### src/rtl/fetch_pkg.sv
// Shared constants for the fetch stage: branch-destination codes, FSM states,
// and instruction field positions.
package fetch_pkg;

  localparam logic [2:0] BR_SEQ    = 3'd0;
  localparam logic [2:0] BR_SKIP_T = 3'd1;
  localparam logic [2:0] BR_JMP_A  = 3'd2;
  localparam logic [2:0] BR_JMP_B  = 3'd3;
  localparam logic [2:0] BR_BR_A_T = 3'd4;
  localparam logic [2:0] BR_SKIP_F = 3'd5;
  localparam logic [2:0] BR_HALT   = 3'd6;

  typedef enum logic [1:0] {
    ST_IDLE   = 2'd0,
    ST_RUN    = 2'd1,
    ST_HALTED = 2'd2
  } state_e;

  localparam int OPCODE_MSB   = 9;
  localparam int OPCODE_LSB   = 6;
  localparam int OPERAND_MSB  = 5;
  localparam int ARG2_BIT     = 1;
  localparam int BIT0_BIT     = 0;

  localparam logic [3:0] INVALID_OPCODE = 4'hF;

endpackage

### src/rtl/fetch_unit_if.sv
// Instruction-memory and decode-facing bus of the fetch stage.
// master = fetch_unit, slave = memory/decode side.
interface fetch_unit_if #(
  parameter int PC_WIDTH    = 8,
  parameter int INSTR_WIDTH = 10
);
  logic [PC_WIDTH-1:0]    imem_addr;
  logic [INSTR_WIDTH-1:0] imem_data;
  logic [3:0]             opcode;
  logic [4:0]             five_to_one;
  logic [1:0]             one_to_zero;
  logic                   arg2;
  logic                   bit0;
  logic                   instr_valid;
  logic [2:0]             branch_dest;
  logic                   branch_cond;
  logic [PC_WIDTH-1:0]    target_a;
  logic [PC_WIDTH-1:0]    target_b;

  modport master (
    output imem_addr, opcode, five_to_one, one_to_zero, arg2, bit0, instr_valid,
    input  imem_data, branch_dest, branch_cond, target_a, target_b
  );

  modport slave (
    input  imem_addr, opcode, five_to_one, one_to_zero, arg2, bit0, instr_valid,
    output imem_data, branch_dest, branch_cond, target_a, target_b
  );
endinterface

### src/rtl/next_pc_mux.sv
// Combinational next-PC selection from decode's branch-destination code.
// All arithmetic wraps modulo 2^PC_WIDTH.
module next_pc_mux
  import fetch_pkg::*;
#(
  parameter int PC_WIDTH = 8,
  parameter int HALT_PC  = 200
) (
  input  logic [PC_WIDTH-1:0] pc,
  input  logic [2:0]          branch_dest,
  input  logic                branch_cond,
  input  logic [PC_WIDTH-1:0] target_a,
  input  logic [PC_WIDTH-1:0] target_b,
  output logic [PC_WIDTH-1:0] next_pc,
  output logic                halt,
  output logic                illegal
);

  logic [PC_WIDTH-1:0] pc_inc1;
  logic [PC_WIDTH-1:0] pc_inc2;

  assign pc_inc1 = pc + PC_WIDTH'(1);
  assign pc_inc2 = pc + PC_WIDTH'(2);

  always_comb begin
    next_pc = pc_inc1;
    halt    = 1'b0;
    illegal = 1'b0;
    case (branch_dest)
      BR_SEQ:    next_pc = pc_inc1;
      BR_SKIP_T: next_pc = branch_cond ? pc_inc2 : pc_inc1;
      BR_JMP_A:  next_pc = target_a;
      BR_JMP_B:  next_pc = target_b;
      BR_BR_A_T: next_pc = branch_cond ? target_a : pc_inc1;
      BR_SKIP_F: next_pc = branch_cond ? pc_inc1 : pc_inc2;
      BR_HALT: begin
        next_pc = PC_WIDTH'(HALT_PC);
        halt    = 1'b1;
      end
      default: begin
        next_pc = pc_inc1;
        illegal = 1'b1;
      end
    endcase
  end

endmodule

### src/rtl/fetch_unit.sv
// Instruction-fetch stage: owns the PC, the IDLE/RUN/HALTED machine, the
// retired-instruction counter and the sticky illegal-branch flag.
module fetch_unit
  import fetch_pkg::*;
#(
  parameter int PC_WIDTH    = 8,
  parameter int INSTR_WIDTH = 10,
  parameter int RESET_PC    = 0,
  parameter int HALT_PC     = 200
) (
  input  logic                clk,
  input  logic                reset,
  input  logic                start,
  fetch_unit_if.master        bus,
  output logic [PC_WIDTH-1:0] pc,
  output logic [PC_WIDTH-1:0] pc_plus1,
  output logic                running,
  output logic                halted,
  output logic [15:0]         instr_count,
  output logic                illegal_branch
);

  localparam logic [PC_WIDTH-1:0] RESET_PC_V = PC_WIDTH'(RESET_PC);
  localparam logic [PC_WIDTH-1:0] HALT_PC_V  = PC_WIDTH'(HALT_PC);

  state_e              state_reg, state_next;
  logic [PC_WIDTH-1:0] pc_reg, pc_next;
  logic [15:0]         count_reg, count_next;
  logic                illegal_reg, illegal_next;

  logic [PC_WIDTH-1:0] mux_pc;
  logic                mux_halt;
  logic                mux_illegal;
  logic                valid;

  next_pc_mux #(
    .PC_WIDTH (PC_WIDTH),
    .HALT_PC  (HALT_PC)
  ) u_next_pc_mux (
    .pc          (pc_reg),
    .branch_dest (bus.branch_dest),
    .branch_cond (bus.branch_cond),
    .target_a    (bus.target_a),
    .target_b    (bus.target_b),
    .next_pc     (mux_pc),
    .halt        (mux_halt),
    .illegal     (mux_illegal)
  );

  always_ff @(posedge clk) begin
    if (reset) begin
      state_reg   <= ST_IDLE;
      pc_reg      <= RESET_PC_V;
      count_reg   <= 16'd0;
      illegal_reg <= 1'b0;
    end else begin
      state_reg   <= state_next;
      pc_reg      <= pc_next;
      count_reg   <= count_next;
      illegal_reg <= illegal_next;
    end
  end

  always_comb begin
    state_next   = state_reg;
    pc_next      = pc_reg;
    count_next   = count_reg;
    illegal_next = illegal_reg;
    case (state_reg)
      ST_IDLE: begin
        if (start) state_next = ST_RUN;
      end
      ST_RUN: begin
        pc_next = mux_pc;
        // The HALT instruction itself still retires and is counted.
        if (count_reg != 16'hFFFF) count_next = count_reg + 16'd1;
        if (mux_illegal) illegal_next = 1'b1;
        if (mux_halt) state_next = ST_HALTED;
      end
      ST_HALTED: begin
        pc_next = HALT_PC_V;
      end
      default: begin
        state_next = ST_IDLE;
      end
    endcase
  end

  assign valid = (state_reg == ST_RUN);

  assign bus.imem_addr   = pc_reg;
  assign bus.instr_valid = valid;
  assign bus.opcode      = valid ? bus.imem_data[OPCODE_MSB:OPCODE_LSB] : INVALID_OPCODE;
  assign bus.five_to_one = valid ? bus.imem_data[OPERAND_MSB:ARG2_BIT] : 5'd0;
  assign bus.one_to_zero = valid ? bus.imem_data[ARG2_BIT:BIT0_BIT] : 2'd0;
  assign bus.arg2        = valid & bus.imem_data[ARG2_BIT];
  assign bus.bit0        = valid & bus.imem_data[BIT0_BIT];

  assign pc             = pc_reg;
  assign pc_plus1       = pc_reg + PC_WIDTH'(1);
  assign running        = valid;
  assign halted         = (state_reg == ST_HALTED);
  assign instr_count    = count_reg;
  assign illegal_branch = illegal_reg;

endmodule

### src/flat_wrapper.sv
// flat-port wrapper written by rule: the top's interface ports become plain ports
module fetch_unit_flat import fetch_pkg::*;
#(
  parameter int PC_WIDTH    = 8,
  parameter int INSTR_WIDTH = 10,
  parameter int RESET_PC    = 0,
  parameter int HALT_PC     = 200
)
  (clk, reset, start, pc, pc_plus1, running, halted, instr_count, illegal_branch, bus_imem_addr, bus_opcode, bus_five_to_one, bus_one_to_zero, bus_arg2, bus_bit0, bus_instr_valid, bus_imem_data, bus_branch_dest, bus_branch_cond, bus_target_a, bus_target_b);
  fetch_unit_if #(.PC_WIDTH(PC_WIDTH), .INSTR_WIDTH(INSTR_WIDTH)) bus_i ();
  input  logic clk;
  input  logic reset;
  input  logic start;
  output logic [PC_WIDTH-1:0] pc;
  output logic [PC_WIDTH-1:0] pc_plus1;
  output logic running;
  output logic halted;
  output logic [15:0] instr_count;
  output logic illegal_branch;
  output wire logic [$bits(bus_i.imem_addr)-1:0] bus_imem_addr;
  output wire logic [$bits(bus_i.opcode)-1:0] bus_opcode;
  output wire logic [$bits(bus_i.five_to_one)-1:0] bus_five_to_one;
  output wire logic [$bits(bus_i.one_to_zero)-1:0] bus_one_to_zero;
  output wire logic [$bits(bus_i.arg2)-1:0] bus_arg2;
  output wire logic [$bits(bus_i.bit0)-1:0] bus_bit0;
  output wire logic [$bits(bus_i.instr_valid)-1:0] bus_instr_valid;
  input wire logic [$bits(bus_i.imem_data)-1:0] bus_imem_data;
  input wire logic [$bits(bus_i.branch_dest)-1:0] bus_branch_dest;
  input wire logic [$bits(bus_i.branch_cond)-1:0] bus_branch_cond;
  input wire logic [$bits(bus_i.target_a)-1:0] bus_target_a;
  input wire logic [$bits(bus_i.target_b)-1:0] bus_target_b;
  assign bus_imem_addr = bus_i.imem_addr;
  assign bus_opcode = bus_i.opcode;
  assign bus_five_to_one = bus_i.five_to_one;
  assign bus_one_to_zero = bus_i.one_to_zero;
  assign bus_arg2 = bus_i.arg2;
  assign bus_bit0 = bus_i.bit0;
  assign bus_instr_valid = bus_i.instr_valid;
  assign bus_i.imem_data = bus_imem_data;
  assign bus_i.branch_dest = bus_branch_dest;
  assign bus_i.branch_cond = bus_branch_cond;
  assign bus_i.target_a = bus_target_a;
  assign bus_i.target_b = bus_target_b;
  fetch_unit #(.PC_WIDTH(PC_WIDTH), .INSTR_WIDTH(INSTR_WIDTH), .RESET_PC(RESET_PC), .HALT_PC(HALT_PC)) u_core (.clk(clk), .reset(reset), .start(start), .bus(bus_i), .pc(pc), .pc_plus1(pc_plus1), .running(running), .halted(halted), .instr_count(instr_count), .illegal_branch(illegal_branch));
endmodule
### config.mk
export PLATFORM = sky130hd
export DESIGN_NAME = fetch_unit_flat
export DESIGN_NICKNAME = d
export VERILOG_FILES = /design/src/rtl/fetch_pkg.sv /design/src/rtl/fetch_unit_if.sv /design/src/rtl/next_pc_mux.sv /design/src/rtl/fetch_unit.sv /design/src/flat_wrapper.sv
export SDC_FILE = /design/constraint.sdc
export NUM_CORES = 1
export LEC_CHECK = 0
export ABC_AREA = 0
export CAP_MARGIN = 10
export CORE_ASPECT_RATIO = 0.9
export CORE_MARGIN = 3
export CORE_UTILIZATION = 55
export CTS_CLUSTER_SIZE = 20
export DETAILED_ROUTE_END_ITERATION = 8
export DONT_BUFFER_PORTS = 1
export PLACE_DENSITY = 0.73
export SLEW_MARGIN = 40
export SYNTH_ARGS = -nofsm -noshare
export SYNTH_HDL_FRONTEND = slang
export SYNTH_SLANG_ARGS = --single-unit
### constraint.sdc
create_clock -name clk -period 1.8 [get_ports clk]
set_clock_uncertainty 0.1 [all_clocks]
set_input_delay 0.36 -clock clk [delete_from_list [all_inputs] [get_ports clk]]
set_output_delay 0.36 -clock clk [all_outputs]
set_load 0.01 [all_outputs]
==> run metrics <==
critical path class register to primary output; GR Util All Layers 24.1%; Crit path depth 4; Post-synth top cells dfxtp_1, a21oi_1, nor2_1; GP Congestion 0.908; worst min path class input port to register; P per Cell Area 797 nW/µm²; Area Overhead vs Synth 22.4%; CTS tree built; Yosys top cell by area dfxtp_1; mean area per synthesized cell 8.18 µm²; Max-cap violations 0; CTS Hold Bufs 0; vias in the first global route 1806; LEAKAGE 0.000977 µW; Clk Tree Root Cell clkbuf_8; crit end category primary output; Die Width 69.9 µm; Worst Slack Setup Final 2.11 ps; Worst R2R End u_core.bus.imem_addr[7]$_SDFFE_PP0P_; largest net degree at the start of global routing 26; Worst path max stage delay 420 ps; Syn Std Cell Area 2020 µm²; Sink Count 27; worst path arrival time 1340 ps; Vias per Instance 5.98; Main synth FF type dfxtp_1; reg-to-reg slack, setup 120 ps; RSZ-0062 raised after global routing true; worst-path fanout max 5; Worst-Margin Slew 482 ps; sequential area share after synthesis 26.7%; Yosys cell types 58; Yosys warning total 0; worst path bufs/invs 1; Worst-Skew Late Latency 290 ps; Syn Inst Count 247; hold path cells 1; number of flops mapped to enable cells by yosys 0; status finished, final reports clean; router iterations before antenna repair 4; ANT cells 0; Antenna Violating Nets Remaining 0; CTS H-tree depth 1; total core area 3450 µm²; crit path launch type register; die area 4440 µm²; Final #Nets 314; hold_sp reset; placed wire-length estimate 3910 µm; Max Clk Rate 0.556 GHz; Slew HR 67.8%; clock buffer count from CTS 3; Reg-to-Reg Start u_core.bus.imem_addr[4]$_SDFFE_PP0P_; Tmin final 1800 ps; Seq cells post-synth 27; via count 1897; post-route cell area 2470 µm²; Die Span Y 63.5 µm; Worst IR Drop VDD 0.346 mV; DR iter-0 viols 133; fin crit share 99.9%; Final Hold Fails 0; share of cells above drive strength 1 33.7%; Longest Clk Path Bufs 2; io pins 90; final WL 5340 µm; drc violations 0; worst path cell trace ha_4 -> nand2_1 -> xnor2_1 -> buf_4; Setup WS pre-CTS 90.1 ps; wire per inst 16.8 µm; Critical Path RT 1340 ps; synth top area cells dfxtp_1, xnor2_1, buf_4, a21oi_1, ha_1; Post-synth ARST share 0%; Max stage delay cell, worst path dfxtp_4; remaining global-route overflow 0; max reg flops 16; FP Rows 20; Worst-path clk slew 100 ps; Starting Density 58.5%; DP Area 2190 µm²; Worst Hold Path EP u_core.state_reg[1]$_SDFFE_PP0P_; antenna violations before repair 0; most frequent cell after synthesis dfxtp_1; reg2reg path depth 8; I/O Buffers 0; Slew Limit Fails 0; CP delay by family, top flip-flops; global-route wire length before repair 8630 µm; endpoints failing setup 0; post-synth top area share 26.7%; syn_nets 287
layout make-up:
cell class	count	area (µm²)
Timing Repair Buffer	48	409
Clock inverter	1	7.51
Fill cell	287	980
Inverter	9	33.8
Clock buffer	3	41.3
Multi-Input combinational cell	185	1370
Sequential cell	27	558
Tap cell	44	55.1
routing by layer:
layer,share of wire [%],wire length [µm],up-vias,GRT usage [%]
met1,46,2430,868,33.2
met3,9.1,486,7,6.54
met5,0,0,-,0
met4,1.3,68,0,7.66
li1,-,-,928,-
met2,44,2350,94,36.4
power by group:
group | switching, µW | internal [µW]
Combinational | 452 | 411
Clock | 221 | 158
Sequential | 71.4 | 657
Total | 745 | 1230
worst max-delay path by stage:
stage | startpoint | to | slack [ps]
final | u_core.bus.imem_addr[1]$_SDFFE_PP0P_ | pc_plus1[3] | 2
after global routing | u_core.bus.imem_addr[0]$_SDFFE_PP0P_ | pc_plus1[5] | -60
after CTS | u_core.bus.imem_addr[4]$_SDFFE_PP0P_ | pc_plus1[7] | -6
after detailed placement | u_core.state_reg[1]$_SDFFE_PP0P_ | u_core.instr_count[11]$_SDFFE_PP0P_ | 90
after global placement | u_core.state_reg[1]$_SDFFE_PP0P_ | u_core.instr_count[11]$_SDFFE_PP0P_ | 130
after floorplan | u_core.state_reg[1]$_SDFFE_PP0P_ | u_core.instr_count[15]$_SDFFE_PP0P_ | -1
metrics by stage:
step                      hold slack [ps]  cells  utilization [%]  TNS (ps)  power [µW]
after floorplan                       391    247                -    -0.952        1280
after global placement                331    304             63.6         0        1420
after detailed placement              332    304             63.6         0        1430
after CTS                            19.2    317             70.5     -6.28        1940
after global routing                 10.4    317             71.6      -107        2070
final                                22.7    317             71.6         0        1970
kinds of logic (layout without fill, tap and decap cells):
logic type | Yosys count | after routing | share of synthesized area [%]
DFF | 27 | 27 | 26.7
xor gates and xnor gates | 20 | 20 | 8.67
buffers and inverters | 35 | 61 | 10.3
and+or+nand+nor | 95 | 95 | 28.4
adders and majority gates | 7 | 7 | 4.33
AOI/OAI and AO/OA | 61 | 61 | 20.6
muxes | 2 | 2 | 0.991
layout by cell type, fill, tap and decap left out, types with 6 or more instances in the layout:
| cell | Yosys | final |
|---|---|---|
| buf_4 | 15 | 41 |
| dfxtp_1 | 27 | 19 |
| nor2_1 | 18 | 18 |
| a21oi_1 | 19 | 18 |
| nand2_1 | 12 | 12 |
| xnor2_1 | 14 | 11 |
| nand3_1 | 11 | 9 |
| o21ai_0 | 9 | 9 |
| inv_1 | 8 | 7 |
| nor3_1 | 7 | 7 |
| nand2b_1 | 6 | 6 |
| and2_1 | 6 | 6 |
| xor2_1 | 6 | 6 |
timing repair:
action | 4_1_cts | 5_1_grt
buffers inserted | 7 | 0
gates cloned | 2 | 0
gates resized for setup | 25 | 10
setup endpoints to repair | 14 | 19
pin swaps | 5 | 5
No activity file was read; power rests on OpenSTA's default activity.
